[config.mk]
export PLATFORM = sky130hd
export DESIGN_NAME = lru_req_agent
export DESIGN_NICKNAME = d
export VERILOG_FILES = /design/src/rtl/lru_pkg.sv /design/src/rtl/lru_starve_cnt.sv /design/src/rtl/lru_req_agent.sv
export SDC_FILE = /design/constraint.sdc
export NUM_CORES = 1
export LEC_CHECK = 0
export ABC_AREA = 1
export ABC_CLOCK_PERIOD_IN_PS = 2100
export CAP_MARGIN = 20
export CORE_MARGIN = 3
export CORE_UTILIZATION = 40
export DETAILED_ROUTE_END_ITERATION = 6
export GPL_TIMING_DRIVEN = 0
export PLACE_DENSITY = 0.64
export SYNTH_ARGS = -nofsm -noshare
export SYNTH_HDL_FRONTEND = slang
export SYNTH_HIERARCHICAL = 1
export SYNTH_SLANG_ARGS = --single-unit
[constraint.sdc]
create_clock -name clk -period 2.1 [get_ports clk]
set_input_delay 0.42 -clock clk [delete_from_list [all_inputs] [get_ports clk]]
set_output_delay 0.42 -clock clk [all_outputs]
set_load 0.01 [all_outputs]
[src/rtl/lru_pkg.sv]
// rtl/lru_pkg.sv - shared types and helpers for the LRU requester agent
package lru_pkg;

   // Client count shared with the matrix arbiter; the agent's NUM_REQ must match.
   localparam int LRU_NUM_REQ = 10;
   localparam int OWN_W       = $clog2(LRU_NUM_REQ);

   typedef enum logic {
      ARB  = 1'b0,
      XFER = 1'b1
   } lru_agent_st_e;

   function automatic logic [OWN_W-1:0] onehot_to_idx(input logic [LRU_NUM_REQ-1:0] vec);
      logic [OWN_W-1:0] idx;
      idx = '0;
      for (int i = 0; i < LRU_NUM_REQ; i++) begin
         if (vec[i]) begin
            idx = idx | OWN_W'(i);
         end
      end
      return idx;
   endfunction

   // A grant is usable only if it is one-hot and names a client that is asking.
   function automatic logic gnt_is_legal(input logic [LRU_NUM_REQ-1:0] gnt,
                                         input logic [LRU_NUM_REQ-1:0] valid);
      logic onehot;
      onehot = (gnt != '0) && ((gnt & (gnt - LRU_NUM_REQ'(1))) == '0);
      return onehot && ((gnt & ~valid) == '0);
   endfunction

endpackage

[src/rtl/lru_starve_cnt.sv]
// rtl/lru_starve_cnt.sv - per-client saturating wait counter with starvation flag
module lru_starve_cnt #(
   parameter int STARVE_W     = 8,
   parameter int STARVE_LIMIT = 200
) (
   input  logic clk,
   input  logic rst_b,
   input  logic wait_i,
   output logic starve_o
);

   localparam logic [STARVE_W-1:0] CNT_MAX = '1;
   localparam logic [STARVE_W-1:0] LIMIT   = STARVE_W'(STARVE_LIMIT);

   logic [STARVE_W-1:0] cnt_q;
   logic [STARVE_W-1:0] cnt_d;

   always_comb begin
      cnt_d = '0;
      if (wait_i) begin
         cnt_d = (cnt_q == CNT_MAX) ? cnt_q : cnt_q + STARVE_W'(1);
      end
   end

   always_ff @(posedge clk or negedge rst_b) begin
      if (!rst_b) begin
         cnt_q <= '0;
      end else begin
         cnt_q <= cnt_d;
      end
   end

   assign starve_o = (cnt_q >= LIMIT);

endmodule

[src/rtl/lru_req_agent.sv]
// rtl/lru_req_agent.sv - requester front end for the LRU matrix arbiter
// Presents client requests to the arbiter, then runs one granted burst at a time.
module lru_req_agent
   import lru_pkg::*;
#(
   parameter int NUM_REQ      = LRU_NUM_REQ,
   parameter int LEN_W        = 4,
   parameter int STARVE_W     = 8,
   parameter int STARVE_LIMIT = 200
) (
   input  logic                     clk,
   input  logic                     rst_b,
   input  logic [NUM_REQ-1:0]       cli_valid_i,
   input  logic [NUM_REQ*LEN_W-1:0] cli_len_i,
   output logic [NUM_REQ-1:0]       cli_accept_o,
   output logic [NUM_REQ-1:0]       req_o,
   input  logic [NUM_REQ-1:0]       gnt_i,
   output logic                     bus_valid_o,
   output logic [OWN_W-1:0]         bus_owner_o,
   output logic [LEN_W-1:0]         bus_beat_o,
   output logic                     bus_last_o,
   input  logic                     bus_ready_i,
   output logic [NUM_REQ-1:0]       starve_o,
   output logic                     err_o,
   output logic                     idle_o
);

   lru_agent_st_e    state_q;
   logic [OWN_W-1:0] owner_q;
   logic [LEN_W-1:0] beat_q;
   logic [LEN_W-1:0] beat_d;
   logic [LEN_W-1:0] len_q;
   logic             bus_valid_q;
   logic             bus_last_q;
   logic             err_q;

   logic             in_arb;
   logic             gnt_legal;
   logic             gnt_illegal;
   logic [OWN_W-1:0] gnt_idx;
   logic [LEN_W-1:0] gnt_len;

   assign in_arb      = (state_q == ARB);
   assign gnt_legal   = in_arb && gnt_is_legal(gnt_i, cli_valid_i);
   assign gnt_illegal = in_arb && (gnt_i != '0) && !gnt_legal;
   assign gnt_idx     = onehot_to_idx(gnt_i);
   assign gnt_len     = cli_len_i[int'(gnt_idx)*LEN_W +: LEN_W];
   assign beat_d      = beat_q + LEN_W'(1);

   // Dropping req during a burst keeps the arbiter's LRU state frozen.
   assign req_o        = in_arb ? cli_valid_i : '0;
   assign cli_accept_o = (gnt_legal && rst_b) ? gnt_i : '0;
   assign idle_o       = in_arb && (cli_valid_i == '0);

   assign bus_valid_o = bus_valid_q;
   assign bus_owner_o = owner_q;
   assign bus_beat_o  = beat_q;
   assign bus_last_o  = bus_last_q;
   assign err_o       = err_q;

   always_ff @(posedge clk or negedge rst_b) begin
      if (!rst_b) begin
         state_q     <= ARB;
         owner_q     <= '0;
         beat_q      <= '0;
         len_q       <= '0;
         bus_valid_q <= 1'b0;
         bus_last_q  <= 1'b0;
         err_q       <= 1'b0;
      end else begin
         case (state_q)
            ARB: begin
               if (gnt_legal) begin
                  state_q     <= XFER;
                  owner_q     <= gnt_idx;
                  len_q       <= gnt_len;
                  beat_q      <= '0;
                  bus_valid_q <= 1'b1;
                  bus_last_q  <= (gnt_len == '0);
               end else if (gnt_illegal) begin
                  err_q <= 1'b1;
               end
            end
            XFER: begin
               if (bus_ready_i) begin
                  if (bus_last_q) begin
                     state_q     <= ARB;
                     bus_valid_q <= 1'b0;
                     bus_last_q  <= 1'b0;
                     beat_q      <= '0;
                  end else begin
                     beat_q     <= beat_d;
                     bus_last_q <= (beat_d == len_q);
                  end
               end
            end
            default: state_q <= ARB;
         endcase
      end
   end

   for (genvar i = 0; i < NUM_REQ; i++) begin : g_starve
      lru_starve_cnt #(
         .STARVE_W    (STARVE_W),
         .STARVE_LIMIT(STARVE_LIMIT)
      ) u_starve_cnt (
         .clk     (clk),
         .rst_b   (rst_b),
         .wait_i  (cli_valid_i[i] & ~cli_accept_o[i]),
         .starve_o(starve_o[i])
      );
   end

endmodule

# Word level (Yosys, flattened, before mapping)
# Cells that the tools add are included.
# W data, S select, Z words.
[word_totals]
in_bits = 63
ff_bits = 96
wordCells = 153
[classes]
n_shift = 1
n_bitwise = 25
reduce_logical = 17
add_sub_neg = 12
eq_ne = 24
order_cmp = 10
n_mux = 47
[op_table]
columns = ["cell", "n"]
rows = [
  ["$mux W8", 20],
  ["$add A8 B1 Y8 const B", 10],
  ["$eq A8 B8 Y1 const B", 10],
  ["$ge A8 B8 Y1 const B", 10],
  ["$shiftx A40 B7 Y4", 1],
  ["$logic_not A10 Y1", 3],
  ["$ne A2 B2 Y1 const B", 11],
  ["$and A10 B10 Y10", 2],
  ["$mux W10", 2],
  ["$mux W4", 5],
  ["$mux W3", 4],
  ["$not A1 Y1", 12],
  ["$and A1 B1 Y1", 10],
  ["$mux W1", 10],
  ["$not A10 Y10", 1],
  ["$reduce_bool A10 Y1", 1],
  ["$sub A10 B1 Y10 const B", 1],
  ["$pmux W4 S2", 1],
  ["$logic_and A1 B1 Y1", 7],
  ["$pmux W1 S2", 3],
  ["$reduce_and A3 Y1", 2],
  ["$add A4 B1 Y4 const B", 1],
  ["$eq A4 B4 Y1", 1],
  ["$logic_not A4 Y1", 1],
  ["other kinds (4)", 7],
]

# Depth between registers and ports, before layout
# Gate-level depths: netlist of run 1.
[logic_depth]
ltp_word = 13
depth_mapped = 17
ltp_nobuf = 16

# Modules after synthesis
# The synthesis of run 1 kept the hierarchy.
[by_module_without_submodules]
columns = ["mod", "seq_area_each_um2", "cells_per_inst", "instances", "area_each_um2"]
rows = [
  ["lru_starve_cnt at g_starve[0].u_starve_cnt ...", 200.2, 68, 9, 498.0],
  ["lru_req_agent", 400.4, 310, 1, 1754.2],
  ["lru_starve_cnt at g_starve[3].u_starve_cnt", 200.2, 62, 1, 489.2],
]

# Least setup slack after synthesis of run 1
# OpenSTA, ideal clock, no wires.
[synth_timing]
path_kind = "input to register"
start = "input gnt_i[3]"
end = "register g_starve[8].u_starve_cnt.cnt_q[4]"
setup_slack_ns = 0.015
required_time_ns = 1.982
cell_stages = 16
arrival_time_ns = 1.967
cell_sequence = "or2_1 -> nor2_1 -> nand2_1 -> nand2_1 -> o21ai_1 -> nor2_2 -> nand4_4 -> nor2_8 -> nand2_2 -> nand2_1 -> inv_2 -> buf_4 -> inv_1 -> nor2_2 -> nand2_4 -> nand2_1"
[synth_via]
elab_chain_cells = 11
[synth_lines]
columns = ["item", "line", "source"]
rows = [
  ["start, declared", "lru_req_agent.sv:17", "input logic [NUM_REQ-1:0] gnt_i,"],
  ["$sub A10 B1 Y10", "lru_pkg.sv:28", "onehot = (gnt != '0) && ((gnt & (gnt - LRU_NUM_REQ'(1))) == '0);"],
  ["$and A10 B10 Y10", "lru_pkg.sv:28", ""],
  ["$logic_not A10 Y1", "lru_pkg.sv:28", ""],
  ["$logic_and A1 B1 Y1", "lru_pkg.sv:28", ""],
  ["$logic_and A1 B1 Y1 *", "lru_pkg.sv:29", "return onehot && ((gnt & ~valid) == '0);"],
  ["$logic_and A1 B1 Y1 *", "lru_req_agent.sv:44", "assign gnt_legal = in_arb && gnt_is_legal(gnt_i, cli_valid_i);"],
  ["$logic_and A1 B1 Y1 *", "lru_req_agent.sv:52", "assign cli_accept_o = (gnt_legal && rst_b) ? gnt_i : '0;"],
  ["$mux W10 *", "lru_req_agent.sv:52", ""],
  ["$not A1 Y1 *", "lru_req_agent.sv:109", ".wait_i (cli_valid_i[i] & ~cli_accept_o[i]),"],
  ["$and A1 B1 Y1 *", "lru_req_agent.sv:109", ""],
  ["$ne A2 B2 Y1 (no source line) / $mux W8 (equally long branches)", "-", ""],
  ["end signal, assigned", "lru_starve_cnt.sv:29", "cnt_q <= cnt_d;"],
  ["end, declared", "lru_starve_cnt.sv:15", "logic [STARVE_W-1:0] cnt_q;"],
]
# Mark *: on every way between the ends. The rest lies on a longest branch, timed or not.
# A chain may end at the register's enable or synchronous reset.

# Worst setup path after layout of run 1
[layout_timing]
start = "input gnt_i[4]"
end = "output cli_accept_o[9]"
[layout_via]
elab_chain_cells = 8
[layout_lines]
columns = ["item", "line", "source"]
rows = [
  ["$sub A10 B1 Y10", "lru_pkg.sv:28", ""],
  ["$and A10 B10 Y10", "lru_pkg.sv:28", ""],
  ["$logic_not A10 Y1", "lru_pkg.sv:28", ""],
  ["$logic_and A1 B1 Y1", "lru_pkg.sv:28", ""],
  ["$logic_and A1 B1 Y1 *", "lru_pkg.sv:29", ""],
  ["$logic_and A1 B1 Y1 *", "lru_req_agent.sv:44", ""],
  ["$logic_and A1 B1 Y1 *", "lru_req_agent.sv:52", ""],
  ["$mux W10 *", "lru_req_agent.sv:52", ""],
  ["end, declared", "lru_req_agent.sv:15", "output logic [NUM_REQ-1:0] cli_accept_o,"],
]
# Marked as above.

==> results.yml, run 1 <==
routing:
  vias: 6424
  drt_iter0_drc: 310
  wirelength_um: 17100
  viasPerCell: 4.75
  post-route-drc-count: 0
  first_pass_iters: 5
  ant_nets: 0
  wl_per_cell_um: 12.6
floorplan:
  initial_core_util: 0.416
  die_w_um: 136
  rows: 46
  num_io_pins: 105
  die_h_um: 136
  core_um2: 16200
  fp.dieArea_um2: 18400
logic_synthesis:
  ys_types: 35
  syn-cell-area_um2: 6730
  ys_seq_elements: 96
  synth_nets: 1068
  syn-mean-instance-area_um2: 6.83
  yosysTopAreaCell: "dfrtp_1"
  yosysWarningCount: 6
  synth_area_leaders: "dfrtp_1 36%, nand2_1 14%, nand3_1 12%"
  ys_seq_area_frac: 0.357
  synth_top_area_frac: 0.357
  synthCells: 984
grt:
  grt_usage: 0.193
  grt_pass1_wl_um: 28900
  grt.met3_usage: 0.0490
  grt_max_degree: 58
  grt_busiest_layer: "met2"
  grt_pass1_vias: 6128
  grt_util_met2: 0.319
  met1_usage: 0.246
  grt-ovfl-total: 0
  antenna_found_initial: 1
placement:
  io_buffers: 104
  post-dp-hpwl_um: 12800
  place.gp.congestion: 0.908
clock_network:
  cts-root-buf: "clkbuf_16"
  cts_tree: "done"
  h-tree-depth: 3
  clock_path_buffers: 2
  clock-sinks: 96
  insertion_delay_ns: 0.35
  numCtsBuffers: 9
  path_clk_slew_ns: 0.06
setup_path:
  worstSetupStartpointType: "primary input"
  path_class: "primary input to output pin"
  crit_fanout: 5
  worst-endpoint-required_ns: 1.68
  timing.critical_path.arrival_ns: 1.96
  critPathCaptureType: "output pin"
sta:
  worstMarginPinSlew_ns: 0.472
  hold_viol_final: 0
  min_period_over_period: 1.13
  layout_min_cycle_time_ns: 2.38
  finalSetupViolCount: 59
  relSlewSlack: 0.685
  slew_violations: 0
  worst_slack_ns: -0.279
  fin_setup_tns_ns: -4.78
  fmax_mhz: 420
  fin_skew_ns: 0.0102
  rsz0062_at_grt: "yes"
final_layout:
  syn_to_final_growth_pct: 29.5
  final_common_cell: "nand2_1"
  nets: 1214
  drive_gt1_frac: 0.184
  antennaDiodeCount: 0
  final_cell_mix: "247 x nand2_1, 161 x inv_1, 156 x nand3_1"
  fillers: 1576
power:
  p_switching_uw: 1200
  p_per_area_nw_per_um2: 520
  intPower_uw: 3330
  clockPowerShare: 0.403
  ir_drop_v: 0.000479
  total_power_uw: 4530
  comb_power_share: 0.153
  pwr-share-seq: 0.444
  power.leakage_uw: 0.00495
  swShare: 0.265
hold_path:
  holdCritPathClass: "primary input to async pin"
flow_run:
  maxCapViolations: 0
outcome:
  status: "finished with violations"
  violations: "negative setup slack"
## state kept, by name, summed over array words and instances (netlist names)
name	cells
bus_last_o	1
err_o	1
bus_beat_o	4
bus_valid_o	1
len_q	4
state_q	1
bus_owner_o	4
g_starve.u_starve_cnt/cnt_q	80
## worst paths after layout
path,from,slack (ns),cells after the start,endpoint
worst min-delay path,rst_b,0.02,2,g_starve[2].u_starve_cnt/cnt_q[1]
min in group clk,bus_owner_o[0],0.50,2,bus_owner_o[0]
max in group asynchronous,rst_b,1.77,2,state_q
worst max register to register,state_q,0.12,13,g_starve[9].u_starve_cnt/cnt_q[7]
worst min register to register,bus_owner_o[0],0.50,2,bus_owner_o[0]
worst max-delay path,gnt_i[4],-0.28,13,cli_accept_o[9]
## metal layers
metal	wire length [µm]	vias to the layer above
met5	7	-
met4	313	2
met3	1020	19
met2	8190	133
met1	7560	2899
li1	-	3371
## power by group through the flow
stage,clock network [µW],logic [µW],registers [µW]
after detailed placement,0,669,2040
after global routing,1950,786,2030
after global placement,0,658,2040
final,1830,694,2010
after CTS,1890,697,2010
after floorplan,0,328,2040
## area by class of cell
type / count / area [µm²] / area share
Inverter: 188 / 717 / 0.0823
Timing Repair Buffer: 135 / 1270 / 0.146
Buffer: 18 / 123 / 0.0141
Clock inverter: 6 / 90.1 / 0.0103
Sequential cell: 96 / 2410 / 0.277
Multi-Input combinational cell: 682 / 3590 / 0.412
Clock buffer: 10 / 239 / 0.0274
Tap cell: 216 / 270 / 0.0310
## timing repair
action / 4_1_cts / 5_1_grt
setup buffers: 21 / 8
gates resized for setup: 145 / 38
setup endpoints to repair: 103 / 98
endpoints found under the hold margin: 40 / 0
gates cloned: 1 / 0
pin swaps: 16 / 13
hold buffers: 1 / 0
## cells in the mapped netlist, drive strengths merged
master / n
o211ai: 6
a22oi: 1
clkbuf: 6
or2: 2
nand4: 17
nor3: 4
xor2: 2
a21oi: 7
nand2: 297
a31oi: 12
xnor2: 1
nand3b: 10
ha: 21
nor2: 100
clkinv: 9
nand3: 160
buf: 13
o21ai: 39
o22ai: 2
inv: 179
dfrtp: 96
## cell families (layout without fill, tap and decap cells)
logic type                 Yosys count  after routing  share of synthesized area
and+or+nand+nor                    590            591                      0.421
buffers and inverters              207            357                      0.124
DFF                                 96             96                      0.357
AOI/OAI and AO/OA                   67             67                     0.0551
adders and majority gates           21             21                     0.0391
xor gates and xnor gates             3              3                    0.00391
## metrics by stage
stage	setup slack (ns)	hold WS [ns]	instance area [µm²]	instances	util
final	-0.279	0.0189	8710	1351	0.539
after global routing	-0.391	0.0302	8710	1351	0.539
after global placement	-4.55	0.472	8040	1304	0.497
after detailed placement	-1.29	0.459	8060	1305	0.498
after floorplan	0.0149	0.124	6730	984	-
after CTS	-0.300	0.0217	8600	1343	0.532
## worst max-delay path, stage by stage
cell and delay [ns]:
buf_8 0.10, or2_4 0.25, nor2_1 0.10, nand2_1 0.05, nand2_1 0.06, o21ai_2 0.06
nor2_2 0.14, nand4_4 0.18, nor2_4 0.25, buf_6 0.14, nand2_4 0.04, inv_2 0.06
buf_6 0.09
No activity file was read; power rests on OpenSTA's default activity.
==> run 2, diff against run 1 <==
--- a/config.mk
+++ b/config.mk
@@ -8,7 +8,7 @@
 export ABC_AREA = 1
 export ABC_CLOCK_PERIOD_IN_PS = 2100
 export CAP_MARGIN = 20
-export CORE_MARGIN = 3
+export CORE_MARGIN = 1.5
 export CORE_UTILIZATION = 40
 export DETAILED_ROUTE_END_ITERATION = 6
 export GPL_TIMING_DRIVEN = 0
==> results.yml, run 2 (synthesized netlist as in run 1, its figures left out) <==
power:
  p_per_area_nw_per_um2: 492
  power.leakage_uw: 0.00501
  intPower_uw: 3210
  p_switching_uw: 1230
  pwr-share-seq: 0.452
  ir_drop_v: 0.000468
  comb_power_share: 0.165
  swShare: 0.278
  clockPowerShare: 0.383
grt:
  grt_pass1_wl_um: 28400
  grt_usage: 0.197
  grt_max_degree: 57
  antenna_found_initial: 0
  grt_pass1_vias: 6062
  grt-ovfl-total: 0
sta:
  worst_slack_ns: -0.241
  hold_viol_final: 0
  finalSetupViolCount: 21
  worstMarginPinSlew_ns: 0.415
  fmax_mhz: 427
  fin_skew_ns: 0.00804
  layout_min_cycle_time_ns: 2.34
  rsz0062_at_grt: "yes"
  min_period_over_period: 1.11
  slew_violations: 0
  relSlewSlack: 0.721
routing:
  wl_per_cell_um: 12.3
  vias: 6452
  wirelength_um: 16700
  ant_nets: 0
  viasPerCell: 4.76
  first_pass_iters: 5
  post-route-drc-count: 0
  drt_iter0_drc: 366
final_layout:
  syn_to_final_growth_pct: 34.1
  drive_gt1_frac: 0.230
  final_cell_mix: "221 x nand2_1, 150 x nand3_1, 143 x inv_1"
  final_common_cell: "nand2_1"
  regMostFlops: "g_starve.u_starve_cnt/cnt_q"
  nets: 1215
  stdcell_area_um2: 9020
  antennaDiodeCount: 0
  largest_register_ffs: 80
placement:
  post-place-ws_ns: -1.40
  io_buffers: 104
  post-dp-hpwl_um: 12600
  place_area_um2: 8070
  place.gp.congestion: 0.901
flow_run:
  maxCapViolations: 0
clock_network:
  numCtsBuffers: 9
  path_clk_slew_ns: 0.07
  insertion_delay_ns: 0.35
  clock-sinks: 96
  h-tree-depth: 3
  cts-root-buf: "clkbuf_16"
  clock_path_buffers: 2
  cts_tree: "done"
outcome:
  violations: "negative setup slack"
  status: "finished with violations"
setup_path:
  path_delay_family: "simple AND/OR/NAND/NOR gates"
  cp.buffers_inverters: 5
  timing.critical_path.arrival_ns: 1.92
  worstSetupStartpointType: "primary input"
  crit_top_cell: "inv_2"
  slowest_delay_ns: 0.21
  crit_slowest_cell: "clkdlybuf4s15_1"
  critPathCaptureType: "output pin"
  worst-endpoint-required_ns: 1.68
  crit_chain: "clkdlybuf4s15_1 > inv_2 > nand2_1 > o21ai_0 > nor2_1 > nand3_2 > nor2_4 > nand4_4 > nor2_8 > buf_12 > nand2_4 > inv_2 > buf_6"
  rrSetupSlack_ns: 0.23
  path_class: "primary input to output pin"
  crit_fanout: 6
floorplan:
  die_w_um: 133
  initial_core_util: 0.407
  die_h_um: 133
  core_um2: 16500
  num_io_pins: 105
  fp.dieArea_um2: 17600
  rows: 47
hold_path:
  holdCritPathClass: "primary input to async pin"
-- run 2: path summary, 6_finish.rpt --
path / start / endpoint / depth (start not counted)
setup / recovery: cli_valid_i[4] / cli_accept_o[1] / 13
hold / removal: rst_b / g_starve[1].u_starve_cnt/cnt_q[6] / 2
setup reg to reg: state_q / g_starve[6].u_starve_cnt/cnt_q[7] / 13
hold reg to reg: err_o / err_o / 2
max in group asynchronous: rst_b / g_starve[4].u_starve_cnt/cnt_q[5] / 2
min in group clk: cli_valid_i[0] / g_starve[0].u_starve_cnt/cnt_q[2] / 5
-- run 2: final cells by class --
type	count	area, µm²
sequential	96	2410
clock inverter	7	78.8
multi-input combinational	681	3790
inverter	188	747
buffer	13	96.3
fill	1599	7500
tap	220	275
timing repair inverter	1	6.26
clock buffer	9	225
timing repair buffer	141	1400
-- run 2: routing by layer --
layer | track usage | share of wire
met1 | 0.252 | 0.45
met2 | 0.332 | 0.49
met3 | 0.0391 | 0.050
met4 | 0.0659 | 0.016
met5 | 0 | 0
-- run 2: through the flow --
stage / std cells / util / power (µW) / TNS (ns) / hold slack [ns]
after floorplan: 984 / - / 2360 / 0 / 0.124
after global placement: 1308 / 0.487 / 2700 / -685.48 / 0.462
after detailed placement: 1309 / 0.488 / 2710 / -98.43 / 0.461
after CTS: 1339 / 0.522 / 4460 / -2.40 / 0.0297
after global routing: 1356 / 0.546 / 4680 / -9.03 / 0.0421
final: 1356 / 0.546 / 4440 / -2.58 / 0.0253
-- run 2: timing repair --
| item | 4_1_cts | 5_1_grt |
|---|---|---|
| cloned | 0 | 1 |
| endpoints found under the hold margin | 8 | 0 |
| buffers inserted | 16 | 18 |
| resized for setup | 172 | 109 |
| hold buffers | 2 | 0 |
| pin swaps | 23 | 35 |
| setup endpoints to repair | 110 | 103 |
-- run 2: power groups by stage --
stage | Clock (µW) | Sequential [µW] | Combinational, µW
after global routing | 1830 | 2020 | 828
final | 1700 | 2010 | 732
after global placement | 0 | 2040 | 655
after detailed placement | 0 | 2040 | 667
after floorplan | 0 | 2040 | 328
after CTS | 1760 | 2010 | 689
